## src/rtl/pipeline_hazard_ctrl.sv

```systemverilog
// Stall/flush sequencer for the 5-stage pipeline: d-cache refill, load-use, branch.
// Define PIPE_PERF_CNT_EN to add the miss_stall_cycles/hazard_bubbles counters.
module pipeline_hazard_ctrl #(
   parameter int MISS_TIMEOUT = 255,
   parameter int CNT_W        = 8
) (
   input  logic       clk,
   input  logic       rst_n,
   input  logic       mem_access,
   input  logic       dcache_hit,
   input  logic       mem_ack,
   input  logic       idex_mem_read,
   input  logic [4:0] idex_rt,
   input  logic [4:0] ifid_rs,
   input  logic [4:0] ifid_rt,
   input  logic       ifid_uses_rt,
   input  logic       branch_taken,
   output logic       pc_en,
   output logic       ifid_en,
   output logic       idex_en,
   output logic       exmem_en,
   output logic       memwb_en,
   output logic       ifid_flush,
   output logic       idex_flush,
   output logic       mem_req,
   output logic       bus_error
`ifdef PIPE_PERF_CNT_EN
   ,
   output logic [31:0] miss_stall_cycles,
   output logic [31:0] hazard_bubbles
`endif
);

   localparam logic [1:0] S_RUN       = 2'd0;
   localparam logic [1:0] S_MISS_WAIT = 2'd1;
   localparam logic [1:0] S_REFILL    = 2'd2;
   localparam logic [1:0] S_ERROR     = 2'd3;

   localparam logic [CNT_W-1:0] TMO = CNT_W'(MISS_TIMEOUT);

   logic [1:0]       state;
   logic [CNT_W-1:0] cnt;
   logic             bubble_q;
   logic             miss;
   logic             hazard;
   logic             bubble;
   logic [4:0]       en;

   assign miss   = mem_access & ~dcache_hit;
   assign hazard = idex_mem_read & (idex_rt != 5'd0) &
                   ((idex_rt == ifid_rs) |
                    (ifid_uses_rt & (idex_rt == ifid_rt)));

   // bubble_q: ID/EXE holds the bubble just inserted, so the same
   // IF/ID instruction must not be stalled a second time.
   always_comb begin
      en         = 5'b00000;
      ifid_flush = 1'b0;
      idex_flush = 1'b0;
      bubble     = 1'b0;
      if (!rst_n) begin
         ifid_flush = 1'b1;
         idex_flush = 1'b1;
      end else if (state == S_RUN && !miss) begin
         if (branch_taken) begin
            en         = 5'b11111;
            ifid_flush = 1'b1;
            idex_flush = 1'b1;
         end else if (hazard && !bubble_q) begin
            en         = 5'b00111;
            idex_flush = 1'b1;
            bubble     = 1'b1;
         end else begin
            en = 5'b11111;
         end
      end
   end

   assign pc_en     = en[4];
   assign ifid_en   = en[3];
   assign idex_en   = en[2];
   assign exmem_en  = en[1];
   assign memwb_en  = en[0];
   assign mem_req   = (state == S_MISS_WAIT);
   assign bus_error = (state == S_ERROR);

   always_ff @(posedge clk) begin
      if (!rst_n) begin
         state    <= S_RUN;
         cnt      <= '0;
         bubble_q <= 1'b0;
      end else begin
         unique case (state)
            S_RUN: begin
               if (miss) begin
                  state <= S_MISS_WAIT;
                  cnt   <= '0;
               end else begin
                  bubble_q <= bubble;
               end
            end
            S_MISS_WAIT: begin
               cnt <= cnt + CNT_W'(1);
               if (mem_ack)
                  state <= S_REFILL;
               else if (cnt == TMO)
                  state <= S_ERROR;
            end
            S_REFILL: state <= S_RUN;
            default:  state <= state;
         endcase
      end
   end

`ifdef PIPE_PERF_CNT_EN
   always_ff @(posedge clk) begin
      if (!rst_n) begin
         miss_stall_cycles <= '0;
         hazard_bubbles    <= '0;
      end else begin
         if ((state == S_MISS_WAIT || state == S_REFILL) &&
             miss_stall_cycles != 32'hFFFF_FFFF)
            miss_stall_cycles <= miss_stall_cycles + 32'd1;
         if (bubble && hazard_bubbles != 32'hFFFF_FFFF)
            hazard_bubbles <= hazard_bubbles + 32'd1;
      end
   end
`endif

endmodule

```

## config.mk

```make
export PLATFORM = sky130hd
export DESIGN_NAME = pipeline_hazard_ctrl
export DESIGN_NICKNAME = d
export VERILOG_FILES = /design/src/rtl/pipeline_hazard_ctrl.sv
export SDC_FILE = /design/constraint.sdc
export NUM_CORES = 1
export LEC_CHECK = 0
export ABC_CLOCK_PERIOD_IN_PS = 3150
export CAP_MARGIN = 0
export CORE_MARGIN = 4
export CORE_UTILIZATION = 25
export CTS_CLUSTER_SIZE = 28
export DETAILED_ROUTE_END_ITERATION = 16
export HOLD_SLACK_MARGIN = 0.08
export PLACE_DENSITY_LB_ADDON = 0.25
export SYNTH_ARGS = -nofsm -noshare
export SYNTH_HDL_FRONTEND = slang
export SYNTH_SLANG_ARGS = --single-unit
```

## constraint.sdc

```tcl
create_clock -name clk -period 3.15 [get_ports clk]
set_input_delay 0.63 -clock clk [delete_from_list [all_inputs] [get_ports clk]]
set_output_delay 0.63 -clock clk [all_outputs]
set_load 0.1 [all_outputs]
```

======== After elaboration in Yosys (flattened, before gate mapping) ========
Index checks and enable logic that the tools add are counted.
Widths: inputs -> output; s select.
cells by class
  magnitude comparators ................... 0
  $mul .................................... 0
  muxes and demuxes ....................... 19
  add/sub/neg operators ................... 1
  shifts and indexed selects .............. 0
  bitwise logic cells ..................... 7
  equality and inequality tests ........... 8
  reductions and logical operators ........ 11
  divide/modulo/power cells ............... 0
operators by type and width
  kind                 number
  $mux 5               4
  $pmux 8 s2           1
  $eq 5x5->1           2
  $mux 1               9
  $add 8x1->8 const B  1
  $eq 8x8->1 const B   1
  $mux 8               1
  $mux 2               3
  $pmux 2 s3           1
  $reduce_bool 5->1    1
  $and 1x1->1          4
  $eq 2x2->1 const B   2
  $reduce_and 2->1     2
  $ne 3x2->1 const B   1
  $reduce_and 3->1     1
  $reduce_bool 3->1    1
  $eq 2x1->1 const B   1
  $logic_and 1x1->1    2
  $logic_not 1->1      2
  $logic_not 2->1      1
  $ne 2x2->1 const B   1
  $not 1->1            2
  $reduce_bool 2->1    1
  $or 1x1->1           1
word-level totals
  word-level logic and storage cells ...... 49
  latch bits .............................. 0
  input bits .............................. 23
  bits in registers ....................... 11
  bits in writable memories ............... 0
  output and inout port bits .............. 9
  bits in read-only memories .............. 0
  memories kept ........................... 0

======== Logic depth before layout (Yosys ltp) ========
  word-level depth ........................ 9
  depth in mapped cells ................... 5
  depth with buffers taken out ............ 5

======== Worst setup path before layout ========
Ideal clock, no wire load.
  path type ............................... input -> output
  start point ............................. input port mem_access
  end point ............................... output port pc_en
  setup slack ............................. -2.857 ns
  arrival ................................. 5.377 ns
  required time ........................... 2.520 ns
  buffers on the path ..................... 1
  stages .................................. 4
  cell sequence ........................... nor2b_1 > nor4_1 > o31a_1 > buf_4
on the way
  word-level cells in the longest chain between the ends .. 5
RTL lines
  item               line  source
  start, declared    9     input logic mem_access,
  $and 1x1->1        49    assign miss = mem_access & ~dcache_hit;
  $logic_not 1->1    64    end else if (state == S_RUN && !miss) begin
  $logic_and 1x1->1  64
  $mux 5             64
  $mux 5             61    if (!rst_n) begin
  end, declared      18    output logic pc_en,
Every way passes these cells.

======== Final worst setup path ========
  start point ............................. input port idex_rt[3]
  end point ............................... output port pc_en
on the way
  word-level cells in the longest chain between the ends .. 9
  elaborated cells on any way between the ends .. 12
  those cells by class .................... 2 x eq/ne; 4 x mux; 4 x bitwise; 2 x reduce/logical
RTL lines
  item                   line  source
  start, declared        13    input logic [4:0] idex_rt,
  $eq 5x5->1             52    (ifid_uses_rt & (idex_rt == ifid_rt)));
  $and 1x1->1            52
  $or 1x1->1             51    ((idex_rt == ifid_rs) |
  $and 1x1->1 (*)        50    assign hazard = idex_mem_read & (idex_rt != 5'd0) &
  $logic_and 1x1->1 (*)  69    end else if (hazard && !bubble_q) begin
  $mux 5 (*)             69
  $mux 5 (*)             65    if (branch_taken) begin
  $mux 5 (*)             64
  $mux 5 (*)             61
Mark *: on every way between the ends. The rest lies on a longest branch, timed or not.

==> run summary <==
CRITICAL PATH
------------------------------------------------------------------------------------
Class of the most critical setup path .................................       in2out
Data required time of the critical path ...............................      2.52 ns
Element type at the critical path end .................................   output pin
Cell type group with the largest total delay on the critical path ..... compound AO/OA/AOI/OAI gates
Buf/Inv on CP .........................................................            2
R2r worst-path depth ..................................................            3
Startpoint Class ...................................................... primary input
Standard cell with the maximum stage delay on the critical path ....... sky130_fd_sc_hd__clkdlybuf4s50_1
Startpoint of the worst-slack reg-to-reg timing path ..................     state[0]
Worst-case register-to-register setup slack ...........................      1.56 ns
Crit path max fanout ..................................................            3
Delay of the slowest cell on the worst path ...........................      0.46 ns
Worst setup startpoint ................................................   idex_rt[3]
Cell-by-cell trace of the critical path ............................... clkdlybuf4s50_1 -> xor2_1 -> nor4_1 -> a32oi_1 -> o31a_4 -> buf_12
R2R Path End ..........................................................       cnt[5]
Critical Path AT ......................................................      2.39 ns

POWER AND IR DROP
------------------------------------------------------------------------------------
Leakage power of the design ...........................................     0.473 nW
Power Dens Cells ......................................................  400 nW/um^2
Maximum resistive drop on vdd .........................................   0.000381 V

YOSYS
------------------------------------------------------------------------------------
Most common cell in the netlist ....................................... sky130_fd_sc_hd__dfxtp_1
Post-synthesis area per instance ......................................    7.99 um^2
Top-area cell type share of the netlist area ..........................        30.3%
Register area share after synthesis ...................................        30.3%
Most frequent cells after synthesis ................................... sky130_fd_sc_hd__dfxtp_1 (11), sky130_fd_sc_hd__xor2_1 (9), sky130_fd_sc_hd__nor2_1 (8), sky130_fd_sc_hd__a21oi_1 (6)
Number of enable flip-flop cells after synthesis ......................            0
Synth Instances .......................................................           91
Top post-synthesis cells by area ...................................... sky130_fd_sc_hd__dfxtp_1 (30%), sky130_fd_sc_hd__xor2_1 (11%), sky130_fd_sc_hd__a21oi_1 (4.1%)
Post-Syn Area .........................................................     727 um^2
Cell variety after synth ..............................................           39
Synth Register Bits ...................................................           11
Cell type with the highest aggregate area in the netlist .............. sky130_fd_sc_hd__dfxtp_1
Proportion of synthesized flip-flops having asynchronous set or reset .           0%
Most frequently used flop master after synthesis ...................... sky130_fd_sc_hd__dfxtp_1
Total of warnings raised by yosys .....................................            0
Post-Synthesis Net Count ..............................................          115

LAYOUT
------------------------------------------------------------------------------------
Filler cell count .....................................................          286
Layout net count ......................................................          148
Proportion of layout cells with a drive suffix above 1 ................        18.7%
Area used by multi-input combinational logic ..........................     502 um^2
Area of all placed cells without fillers ..............................    1200 um^2
Antenna diodes ........................................................            0
Area growth syn-to-layout .............................................        64.5%
Sequential cell area ..................................................     220 um^2

CLOCK NETWORK
------------------------------------------------------------------------------------
Total of hold buffers inserted after clock tree synthesis .............            0
TritonCTS clock tree ..................................................          yes
Deepest clock path buffer count .......................................            2
Skew-Pair Late Insertion Delay ........................................      0.27 ns
CTS sink cnt ..........................................................           11
CTS-repair resized insts ..............................................            0
Buffer type at the clock tree root .................................... sky130_fd_sc_hd__clkbuf_4
Clock buffers created by TritonCTS ....................................            3
Clock-pin slew on the worst setup and hold paths ......................      0.07 ns
Total setup buffers inserted after CTS ................................            0
Htree depth ...........................................................            1

FLOW RUN
------------------------------------------------------------------------------------
Count of max-cap constraint violations ................................            0

PLACE
------------------------------------------------------------------------------------
GP Congestion .........................................................        0.757
Count of buffers from port buffering ..................................           31
Placed wire-length estimate after detailed placement ..................      1.53 mm
Cell Area, Placed .....................................................    1170 um^2

DRT
------------------------------------------------------------------------------------
Number of vias per cell ...............................................         4.92
Routed wire per std cell ..............................................      12.0 um
Count of nets left with antenna violations after detail routing .......            0
Detailed Routing Iterations Pass 1 ....................................            4
Routed wire length ....................................................      1.85 mm
Post-route DRC ........................................................            0
Drt initial violations ................................................           16
Count of vias placed by the detailed router ...........................          758

STA
------------------------------------------------------------------------------------
RSZ-0062 raised after global routing ..................................        false
Final Hold Viols ......................................................            0
Achievable Freq .......................................................      331 MHz
Max-slew violations ...................................................            0
Finish-stage setup viols ..............................................            0
Worst-Margin Slew .....................................................     0.473 ns
Final clock period utilization by the worst path ......................        95.9%
Worst slew slack as a fraction of its limit ...........................        68.4%
Total Neg Setup Slack .................................................         0 ns
Worst setup skew after layout .........................................   0.00157 ns
Final critical path time including I/O delays and setup ...............      3.02 ns

GLOBAL ROUTING
------------------------------------------------------------------------------------
Via count of the first global-routing pass ............................          702
Residual overflow from global routing .................................            0
Antenna violations before repair ......................................            0
GRT Overall Usage .....................................................        10.8%
Largest net degree at the start of global routing .....................           13
Global-route wire length before repair ................................      3.13 mm

FLOORPLANNING
------------------------------------------------------------------------------------
Core footprint ........................................................    2760 um^2
Die boundary height ...................................................      61.9 um
Horizontal die dimension ..............................................      61.9 um
Initial standard-cell utilization of the core .........................        26.4%
Row count .............................................................           19
Top-level port count ..................................................           32
Die Area ..............................................................    3830 um^2

WORST HOLD PATH
------------------------------------------------------------------------------------
WHS Path Cells ........................................................            2
Min-delay src .........................................................     bubble_q
Worst hold-check path type ............................................      reg2reg
Hold Path End .........................................................     bubble_q

STATUS
------------------------------------------------------------------------------------
Status ................................................................ complete, no violations

## routing by layer
metal,track usage [%],vias to the layer above,wire length [um]
met5,0,-,0
met4,1.82,0,6
met3,3.72,2,115
met2,17.9,20,854
met1,13.6,341,878
li1,-,395,-
## worst max-delay path by stage
stage	endpoint	cells past startpoint
6_report	pc_en	6
3_3_place_gp	pc_en	6
4_1_cts	pc_en	6
2_1_floorplan	pc_en	4
5_1_grt	pc_en	6
3_5_place_dp	pc_en	6
## worst min-delay path, cell delays in order, from the launching register on
cell                      delay (ns)
sky130_fd_sc_hd__dfxtp_1        0.31
sky130_fd_sc_hd__nand2_1        0.05
sky130_fd_sc_hd__o22ai_1        0.06
## power breakdown
| group | internal [W] | total [W] | switching (W) | leakage (nW) |
|---|---|---|---|---|
| logic | 0.0000914 | 0.000230 | 0.000138 | 0.369 |
| registers | 0.000144 | 0.000152 | 0.00000820 | 0.0892 |
| clock network | 0.0000490 | 0.0000962 | 0.0000472 | 0.0150 |
| total | 0.000284 | 0.000478 | 0.000194 | 0.473 |
## sequential cells by signal (all words and copies together), names as in the netlist
name,flops
cnt,8
bubble_q,1
state,2
## cell usage in the layout, fill, tap and decap left out, types with 2 or more instances in the layout
master	n
sky130_fd_sc_hd__a21oi_1	6
sky130_fd_sc_hd__dfxtp_1	11
sky130_fd_sc_hd__nor2_1	8
sky130_fd_sc_hd__inv_1	4
sky130_fd_sc_hd__nor4_1	2
sky130_fd_sc_hd__and3_1	3
sky130_fd_sc_hd__or4_1	2
sky130_fd_sc_hd__buf_12	7
sky130_fd_sc_hd__clkbuf_4	3
sky130_fd_sc_hd__nor3_1	3
sky130_fd_sc_hd__clkdlybuf4s50_1	22
sky130_fd_sc_hd__a31oi_1	2
sky130_fd_sc_hd__nand2_1	5
sky130_fd_sc_hd__xor2_1	9
sky130_fd_sc_hd__buf_4	4
sky130_fd_sc_hd__o21ai_0	5
## kinds of logic (layout without fill, tap and decap cells)
group | Yosys count | in the layout | share of synthesized area, %
AND/OR/NAND/NOR | 33 | 33 | 25.0
XOR/XNOR | 10 | 10 | 12.0
buffers and inverters | 10 | 42 | 6.88
adder cells (fa/ha/maj) | 1 | 1 | 1.72
flip-flops | 11 | 11 | 30.3
AO/OA/AOI/OAI | 26 | 26 | 24.1
## through the flow
step	instances	total power, W	utilization, %	hold WS, ns	setup WS [ns]
floorplan	91	0.000306	-	0.447	-0.117
global placement	150	0.000385	42.4	0.473	0.153
detailed placement	150	0.000386	42.4	0.464	0.119
CTS	154	0.000485	43.4	0.475	0.125
global route	154	0.000506	43.4	0.515	0.0414
finish	154	0.000478	43.4	0.470	0.129
## cell type report
cell class	instances	area share, %
timing repair buffer	33	32.6
clock buffer	4	2.20
tap	31	3.24
multi-input combinational	70	41.9
sequential	11	18.4
inverter	5	1.57
(Power assumes the default switching activity.)
